File: src/rtl/ps2_host_tx_if.sv
// Command handshake between a requester and the PS/2 host transmitter.
interface ps2_host_tx_if;
  logic       tx_valid;
  logic [7:0] tx_data;
  logic       tx_ready;
  logic       busy;
  logic       tx_done;
  logic       tx_ack;
  logic       tx_error;

  modport master (output tx_valid, tx_data,
                  input  tx_ready, busy, tx_done, tx_ack, tx_error);
  modport slave  (input  tx_valid, tx_data,
                  output tx_ready, busy, tx_done, tx_ack, tx_error);
endinterface

File: src/rtl/ps2_host_tx.sv
// PS/2 host-to-device transmitter: inhibits the bus, issues a request-to-send and
// clocks one command byte out on the device's clock, driving the pins open-drain.
module ps2_host_tx #(
  parameter int unsigned INHIBIT_CYCLES = 5000,
  parameter int unsigned START_TIMEOUT  = 750000,
  parameter int unsigned BIT_TIMEOUT    = 100000
) (
  input  logic         clk,
  input  logic         rst_n,
  ps2_host_tx_if.slave bus,
  input  logic         ps2_clk_i,
  input  logic         ps2_data_i,
  output logic         ps2_clk_drive_low,
  output logic         ps2_data_drive_low
);
  localparam int unsigned MAX_A = (INHIBIT_CYCLES > BIT_TIMEOUT) ? INHIBIT_CYCLES : BIT_TIMEOUT;
  localparam int unsigned MAX_P = (START_TIMEOUT > MAX_A) ? START_TIMEOUT : MAX_A;
  localparam int unsigned CTR_W = $clog2(MAX_P) + 1;
  localparam logic [CTR_W-1:0] INH_LAST   = CTR_W'(INHIBIT_CYCLES - 1);
  localparam logic [CTR_W-1:0] START_LAST = CTR_W'(START_TIMEOUT - 1);
  localparam logic [CTR_W-1:0] BIT_LAST   = CTR_W'(BIT_TIMEOUT - 1);

  typedef enum logic [2:0] {
    S_IDLE, S_INHIBIT, S_REQ, S_SEND, S_ACK, S_WAIT_IDLE, S_ERROR
  } state_t;

  state_t           r_state, w_state_nxt;
  logic             r_clk_meta, r_clk_sync, r_clk_prev, r_data_meta, r_data_sync;
  logic [9:0]       r_shift;
  logic [3:0]       r_bitcnt;
  logic [CTR_W-1:0] r_ctr;
  logic             r_ack;
  logic             r_clk_low, r_data_low, r_tx_ready, r_busy, r_tx_done, r_tx_ack, r_tx_error;
  logic             w_clk_low_nxt, w_data_low_nxt, w_done_nxt, w_error_nxt;
  logic             w_fall, w_accept, w_line_phase;
  logic [CTR_W-1:0] w_send_limit;

  // Pin synchronizers; the extra clock flop provides the falling-edge history
  always_ff @(posedge clk) begin
    if (!rst_n) begin
      r_clk_meta  <= 1'b1;
      r_clk_sync  <= 1'b1;
      r_clk_prev  <= 1'b1;
      r_data_meta <= 1'b1;
      r_data_sync <= 1'b1;
    end else begin
      r_clk_meta  <= ps2_clk_i;
      r_clk_sync  <= r_clk_meta;
      r_clk_prev  <= r_clk_sync;
      r_data_meta <= ps2_data_i;
      r_data_sync <= r_data_meta;
    end
  end

  assign w_fall       = r_clk_prev & ~r_clk_sync;
  assign w_accept     = (r_state == S_IDLE) & r_tx_ready & bus.tx_valid;
  assign w_send_limit = (r_bitcnt == 4'd0) ? START_LAST : BIT_LAST;
  assign w_line_phase = (r_state == S_SEND) || (r_state == S_ACK) || (r_state == S_WAIT_IDLE);

  always_ff @(posedge clk) begin
    if (!rst_n) r_state <= S_IDLE;
    else        r_state <= w_state_nxt;
  end

  always_comb begin
    w_state_nxt = r_state;
    case (r_state)
      S_IDLE:      if (w_accept) w_state_nxt = S_INHIBIT;
      S_INHIBIT:   if (r_ctr == INH_LAST) w_state_nxt = S_REQ;
      S_REQ:       w_state_nxt = S_SEND;
      S_SEND: begin
        if (w_fall) begin
          if (r_bitcnt == 4'd9) w_state_nxt = S_ACK;
        end else if (r_ctr == w_send_limit) begin
          w_state_nxt = S_ERROR;
        end
      end
      S_ACK: begin
        if (w_fall)                 w_state_nxt = S_WAIT_IDLE;
        else if (r_ctr == BIT_LAST) w_state_nxt = S_ERROR;
      end
      S_WAIT_IDLE: begin
        if (r_clk_sync && r_data_sync) w_state_nxt = S_IDLE;
        else if (r_ctr == BIT_LAST)    w_state_nxt = S_ERROR;
      end
      S_ERROR:     w_state_nxt = S_IDLE;
      default:     w_state_nxt = S_IDLE;
    endcase
  end

  // Next values of the registered outputs; the start bit is held from REQ into SEND
  always_comb begin
    w_clk_low_nxt  = (w_state_nxt == S_INHIBIT) || (w_state_nxt == S_REQ);
    w_data_low_nxt = 1'b0;
    if (w_state_nxt == S_REQ) begin
      w_data_low_nxt = 1'b1;
    end else if (w_state_nxt == S_SEND) begin
      if (r_state != S_SEND) w_data_low_nxt = 1'b1;
      else if (w_fall)       w_data_low_nxt = ~r_shift[0];
      else                   w_data_low_nxt = r_data_low;
    end
    w_done_nxt  = (r_state == S_WAIT_IDLE) && (w_state_nxt == S_IDLE);
    w_error_nxt = (w_state_nxt == S_ERROR);
  end

  always_ff @(posedge clk) begin
    if (!rst_n) begin
      r_shift  <= '0;
      r_bitcnt <= '0;
      r_ctr    <= '0;
      r_ack    <= 1'b0;
    end else begin
      if (w_accept) begin
        r_shift  <= {1'b1, ~^bus.tx_data, bus.tx_data};
        r_bitcnt <= '0;
        r_ack    <= 1'b0;
      end else if ((r_state == S_SEND) && w_fall) begin
        r_shift  <= {1'b0, r_shift[9:1]};
        r_bitcnt <= r_bitcnt + 4'd1;
      end else if ((r_state == S_ACK) && w_fall) begin
        r_ack    <= ~r_data_sync;
      end

      // Edges while the host owns the clock are its own and must not stretch INHIBIT
      if ((r_state == S_IDLE) || (w_state_nxt != r_state))
        r_ctr <= '0;
      else if (w_fall && w_line_phase)
        r_ctr <= '0;
      else
        r_ctr <= r_ctr + CTR_W'(1);
    end
  end

  always_ff @(posedge clk) begin
    if (!rst_n) begin
      r_clk_low  <= 1'b0;
      r_data_low <= 1'b0;
      r_tx_ready <= 1'b1;
      r_busy     <= 1'b0;
      r_tx_done  <= 1'b0;
      r_tx_ack   <= 1'b0;
      r_tx_error <= 1'b0;
    end else begin
      r_clk_low  <= w_clk_low_nxt;
      r_data_low <= w_data_low_nxt;
      r_tx_ready <= (w_state_nxt == S_IDLE);
      r_busy     <= (w_state_nxt != S_IDLE);
      r_tx_done  <= w_done_nxt;
      r_tx_ack   <= w_done_nxt & r_ack;
      r_tx_error <= w_error_nxt;
    end
  end

  assign ps2_clk_drive_low  = r_clk_low;
  assign ps2_data_drive_low = r_data_low;
  assign bus.tx_ready       = r_tx_ready;
  assign bus.busy           = r_busy;
  assign bus.tx_done        = r_tx_done;
  assign bus.tx_ack         = r_tx_ack;
  assign bus.tx_error       = r_tx_error;
endmodule

File: src/flat_wrapper.sv
// flat-port wrapper written by rule: the top's interface ports become plain ports
module ps2_host_tx_flat 
#(
  parameter int unsigned INHIBIT_CYCLES = 5000,
  parameter int unsigned START_TIMEOUT  = 750000,
  parameter int unsigned BIT_TIMEOUT    = 100000
)
  (clk, rst_n, ps2_clk_i, ps2_data_i, ps2_clk_drive_low, ps2_data_drive_low, bus_tx_valid, bus_tx_data, bus_tx_ready, bus_busy, bus_tx_done, bus_tx_ack, bus_tx_error);
  ps2_host_tx_if bus_i ();
  input  logic clk;
  input  logic rst_n;
  input  logic ps2_clk_i;
  input  logic ps2_data_i;
  output logic ps2_clk_drive_low;
  output logic ps2_data_drive_low;
  input wire logic [$bits(bus_i.tx_valid)-1:0] bus_tx_valid;
  input wire logic [$bits(bus_i.tx_data)-1:0] bus_tx_data;
  output wire logic [$bits(bus_i.tx_ready)-1:0] bus_tx_ready;
  output wire logic [$bits(bus_i.busy)-1:0] bus_busy;
  output wire logic [$bits(bus_i.tx_done)-1:0] bus_tx_done;
  output wire logic [$bits(bus_i.tx_ack)-1:0] bus_tx_ack;
  output wire logic [$bits(bus_i.tx_error)-1:0] bus_tx_error;
  assign bus_i.tx_valid = bus_tx_valid;
  assign bus_i.tx_data = bus_tx_data;
  assign bus_tx_ready = bus_i.tx_ready;
  assign bus_busy = bus_i.busy;
  assign bus_tx_done = bus_i.tx_done;
  assign bus_tx_ack = bus_i.tx_ack;
  assign bus_tx_error = bus_i.tx_error;
  ps2_host_tx #(.INHIBIT_CYCLES(INHIBIT_CYCLES), .START_TIMEOUT(START_TIMEOUT), .BIT_TIMEOUT(BIT_TIMEOUT)) u_core (.clk(clk), .rst_n(rst_n), .bus(bus_i), .ps2_clk_i(ps2_clk_i), .ps2_data_i(ps2_data_i), .ps2_clk_drive_low(ps2_clk_drive_low), .ps2_data_drive_low(ps2_data_drive_low));
endmodule
File: config.mk
export PLATFORM = sky130hd
export DESIGN_NAME = ps2_host_tx_flat
export DESIGN_NICKNAME = d
export VERILOG_FILES = /design/src/rtl/ps2_host_tx_if.sv /design/src/rtl/ps2_host_tx.sv /design/src/flat_wrapper.sv
export SDC_FILE = /design/constraint.sdc
export NUM_CORES = 1
export LEC_CHECK = 0
export CAP_MARGIN = 5
export CORE_UTILIZATION = 57
export DETAILED_ROUTE_END_ITERATION = 6
export GPL_TIMING_DRIVEN = 0
export HOLD_SLACK_MARGIN = 0.08
export PLACE_DENSITY = 0.79
export SLEW_MARGIN = 10
export SYNTH_ARGS = -nofsm -noshare
export SYNTH_HDL_FRONTEND = slang
export SYNTH_SLANG_ARGS = --single-unit
File: constraint.sdc
create_clock -name clk -period 3.25 [get_ports clk]
set_clock_uncertainty 0.15 [all_clocks]
set_input_delay 0.975 -clock clk [delete_from_list [all_inputs] [get_ports clk]]
set_output_delay 0.975 -clock clk [all_outputs]
set_load 0.03 [all_outputs]
# == After elaboration in Yosys (flattened, before gate mapping) ==
# Cells that the tools add are included.
# totals
ff_bits,51
in_bits,13
out_inout_bits,7
word_cells,78
# op_classes
addsub,2
n_eq_ne,16
muxes,16
n_bitwise,9
n_reduce_logical,18
# ops
operator,n
$mux W3,8
$add A21 B1 Y21 const B,1
$eq A21 B13 Y1 const B,1
$eq A21 B17 Y1 const B,1
$eq A21 B21 Y1,1
$mux W10,2
$mux W20,1
$pmux W3 S6,1
$eq A3 B2 Y1 const B,4
$eq A3 B3 Y1 const B,3
$reduce_xnor A8 Y1,1
$eq A3 B1 Y1 const B,2
$logic_not A3 Y1,2
$logic_and A1 B1 Y1,5
$not A1 Y1,5
$add A4 B1 Y4 const B,1
$and A1 B1 Y1,4
$eq A4 B4 Y1 const B,1
$logic_not A4 Y1,1
$logic_or A1 B1 Y1,4
$mux W1,4
$ne A4 B2 Y1 const B,1
$ne A3 B2 Y1 const B,1
$ne A3 B3 Y1,1
5 further kinds,5

# == Longest topological paths before layout ==
# logic_depth
ltp_word,9
mapped_depth,9
mapped_depth_nobuf,9

# == Worst setup path after synthesis ==
# Ideal clock, no wire load.
# synth_timing
kind,register to register
from,reg u_core.r_ctr[5]
to,"reg u_core.r_busy, in the netlist u_core.bus.busy"
setup_time_ps,120
t_arrival_ps,2379
t_required_ps,2980
slack_ps,602
path_stages_with_launch,7
n_path_buf,0
synth_period_minus_slack_ps,2648
cell_sequence,dfxtp_1 or3_1 or4_1 a2111o_1 nor3b_1 or3_4 o31a_1
# synth_via
elab_chain_cells,5
elab_cells_between_ends,11
cone_classes,eq/ne: 3; mux: 7; reduce/logical: 1
# synth_rtl
element,line_no,source
"start, declared",ps2_host_tx.sv:31,logic [CTR_W-1:0] r_ctr;
"start signal, assigned",ps2_host_tx.sv:130,r_ctr <= r_ctr + CTR_W'(1);
$eq A21 B17 Y1 or $eq A21 B21 Y1 (tied branches),"ps2_host_tx.sv:80, ps2_host_tx.sv:84, ps2_host_tx.sv:74",
$mux W3 (on tied branches),"ps2_host_tx.sv:80, ps2_host_tx.sv:84, ps2_host_tx.sv:74",
$mux W3 (on tied branches),"ps2_host_tx.sv:83, ps2_host_tx.sv:72, ps2_host_tx.sv:79",
$pmux W3 S6 *,ps2_host_tx.sv:67,case (r_state)
$reduce_bool A3 Y1 *,ps2_host_tx.sv:147,r_busy <= (w_state_nxt != S_IDLE);
"end signal, assigned",ps2_host_tx.sv:147,
"end, declared",ps2_host_tx.sv:33,"logic r_clk_low, r_data_low, r_tx_ready, r_busy, r_tx_done, r_tx_ack, r_tx_error;"
# Every way passes the cells marked *; elsewhere a longest branch is shown, timed or not.
# A chain may end at the register's enable or synchronous reset.

# == Worst setup path after layout ==
# layout_timing
from,in bus_tx_valid
to,reg u_core.r_ctr[13]
# layout_via
elab_chain_cells,6
# layout_rtl
element,line_no,source
"start, declared",flat_wrapper.sv:16,input wire logic [$bits(bus_i.tx_valid)-1:0] bus_tx_valid;
$and A1 B1 Y1,ps2_host_tx.sv:56,assign w_accept = (r_state == S_IDLE) & r_tx_ready & bus.tx_valid;
$mux W3,ps2_host_tx.sv:68,S_IDLE: if (w_accept) w_state_nxt = S_INHIBIT;
$pmux W3 S6,ps2_host_tx.sv:67,
$ne A3 B3 Y1,ps2_host_tx.sv:125,if ((r_state == S_IDLE) || (w_state_nxt != r_state))
$logic_or A1 B1 Y1,ps2_host_tx.sv:125,
$reduce_or A3 Y1 (no source line),-,
# No other way between the ends.

==> flow_summary.ini <==
[status]
outcome = finished clean

[floorplanning]
io_pins = 20
start_util_pct = 59.06
die_y_um = 66.38
core_area_um2 = 4000
num_rows = 23
dieArea_um2 = 4406
die_x_um = 66.38

[finish]
finalNetCount = 308
diodes = 0
drive_above_1_share_pct = 4.795
area_delta_synth_final_pct = 14.62
fin_util_pct = 67.69

[synth]
synth_nets = 282
synth_cell_types = 44
avgSynthCellArea_um2 = 8.914
synth-main-ff-cell = dfxtp_1
synth_top_area_share_pct = 43.22
synth-edff-count = 0
async_flop_share_pct = 0
synth_area_um2 = 2362
yosysSeqAreaShare_pct = 43.22
netlist_instances = 265
synthTopCellsByArea = dfxtp_1 43%, xnor2_1 5.6%, nor2_1 5.2%
ys_warn_count = 0
synth_top_cell_by_area = dfxtp_1
yosys_register_bits = 51

[critical_path]
worst_setup_path_start_kind = input pin
crit_fanout = 10
worstRegToRegCells = 7
r2r_setup_slack_ps = 230
reg2reg_to = u_core.r_ctr[13]$_SDFF_PP0_
cp.required_ps = 3300
arrival_ps = 3080
worst_setup_path_end_kind = flip-flop
r2r_start = u_core.r_ctr[5]$_SDFF_PP0_
crit_type = in -> reg

[clock_tree]
insertion_delay_ps = 300
cts_root_buf = clkbuf_8
clkSinkCount = 51
post_cts_buffers = 0
ctsResizeCount = 1
h-tree-depth = 2
cts_made_buffers = 5
cts.hold.buffers_added = 0
clkTransAtPathRegs_ps = 90
clockBufferDepth = 2
cts_tree = done

[routing]
viasPerCell = 5.599
wl_per_cell_um = 13.28
drc = 0
drt_wl_total_um = 4541
vias = 1915
dr.first_iter.drc_count = 142
firstDrtPassIters = 4
antenna_left = 0

[global_routing]
grt-ovfl-total = 0
grt_use_total_pct = 22.92
grt_max_degree = 16
grt_antenna_before_repair = 0
first_global_vias = 1633
grt_pass1_wl_um = 7479

[pwr]
ir_drop_mv = 0.3080
power_mw = 1.133
leakage_nw = 0.9943
powerDensity_nw_per_um2 = 418.5

[timing]
rsz0062_at_grt = no
setup_slack_ps = 225.6
hold_viol_final = 0
post-route-period-util_pct = 93.06
tightest_slew_ps = 697.5
max_slew_margin_pct = 52.99
period_minus_slack_ps = 3024
maxSlewViolCount = 0
whs_ps = 268.6
finalSetupViolCount = 0
setup_tns_ps = 0
max_freq_mhz = 330.6

[run]
cap_viol_max_count = 0

[worst_hold_path]
holdPathStages = 1
hold_start = u_core.r_clk_meta$_SDFF_PN1_
hold_path_class = reg -> reg
min_to = u_core.r_clk_sync$_SDFF_PN1_

[place]
dp_hpwl_um = 3306
pre_cts_ws_ps = -402.0
io_buffer_count = 19
finalWeightedCongestion = 0.8839
==> cells in the final DEF (no fill, tap or decap), types with 5 or more instances in the layout <==
master / synthesis / final
nand2b_1: 6 / 6
clkbuf_8: 0 / 5
xor2_1: 14 / 14
inv_1: 7 / 7
nor3_1: 5 / 5
nand3_1: 11 / 11
clkbuf_1: 9 / 10
mux2i_1: 9 / 9
nand2_1: 32 / 32
o211a_1: 8 / 8
nor2_1: 33 / 33
clkdlybuf4s50_1: 0 / 19
xnor2_1: 15 / 15
dfxtp_1: 51 / 51
==> worst max-delay path by stage <==
stage                                           from                          end
after global routing      u_core.r_ctr[5]$_SDFF_PP0_  u_core.r_ctr[15]$_SDFF_PP0_
final                                   bus_tx_valid  u_core.r_ctr[13]$_SDFF_PP0_
after global placement                  bus_tx_valid  u_core.r_ctr[13]$_SDFF_PP0_
after floorplan           u_core.r_ctr[5]$_SDFF_PP0_   u_core.bus.busy$_SDFF_PN0_
after detailed placement                bus_tx_valid  u_core.r_ctr[12]$_SDFF_PP0_
after CTS                 u_core.r_ctr[5]$_SDFF_PP0_  u_core.r_ctr[18]$_SDFF_PP0_
==> kinds of logic (layout without fill, tap and decap cells) <==
kind of cell	count (synthesis)	count (layout)	synth area share, %
and+or+nand+nor	124	124	26.59
DFF	51	51	43.22
AOI/OAI and AO/OA	31	31	10.65
xor gates and xnor gates	29	29	10.75
buffers and inverters	17	44	2.860
muxes	9	9	3.814
adders and majority gates	4	4	2.119
==> routing by layer <==
layer / wire [um] / part of all wire [%] / up-vias / GRT usage [%]
met5: 0 / 0 / - / 0
met4: 80 / 1.8 / 0 / 8.777
met3: 249 / 5.5 / 7 / 5.172
met2: 2014 / 44 / 45 / 34.95
met1: 2197 / 48 / 891 / 31.16
li1: - / - / 972 / -
==> synth_stat cells, drive strengths merged (5+ instances only) <==
cell type / instances
dfxtp: 51
nor2: 33
nand2: 32
xnor2: 15
xor2: 14
nand3: 11
clkbuf: 9
mux2i: 9
o211a: 8
inv: 7
nand2b: 6
nor3: 5
o21ai: 5
==> worst max-delay path, cell delays in order <==
cell and delay, ps:
clkdlybuf4s50_1 460, nand2_1 70, o41ai_2 570, a21oi_1 110, o21ai_1 280, o21bai_2 310, buf_4 250, nor2_1 60
==> final cells by class <==
type	count	area [um2]
buffer	10	41.29
clock buffer	6	72.57
fill	337	1292
clock inverter	2	12.51
multi-input combinational	197	1281
inverter	7	26.28
timing repair buffer	19	190.2
tap	50	62.56
sequential	51	1021
==> flip-flops by register name, indices dropped and copies added (netlist names), 3 cells and up <==
signal	count
u_core.r_ctr	21
u_core.r_shift	10
u_core.r_bitcnt	4
u_core.r_state	3
==> through the flow <==
| step | instance area [um2] | std cells |
|---|---|---|
| after floorplan | 2362 | 265 |
| after global placement | 2615 | 334 |
| after detailed placement | 2615 | 334 |
| after CTS | 2708 | 342 |
| after global routing | 2708 | 342 |
| final | 2708 | 342 |
==> power by group <==
part | switching [mW] | total [mW] | internal [mW]
Combinational | 0.0629 | 0.124 | 0.0608
Sequential | 0.0103 | 0.656 | 0.646
Clock | 0.202 | 0.353 | 0.151
Total | 0.275 | 1.13 | 0.858
Power figures use the tool's default switching activity.
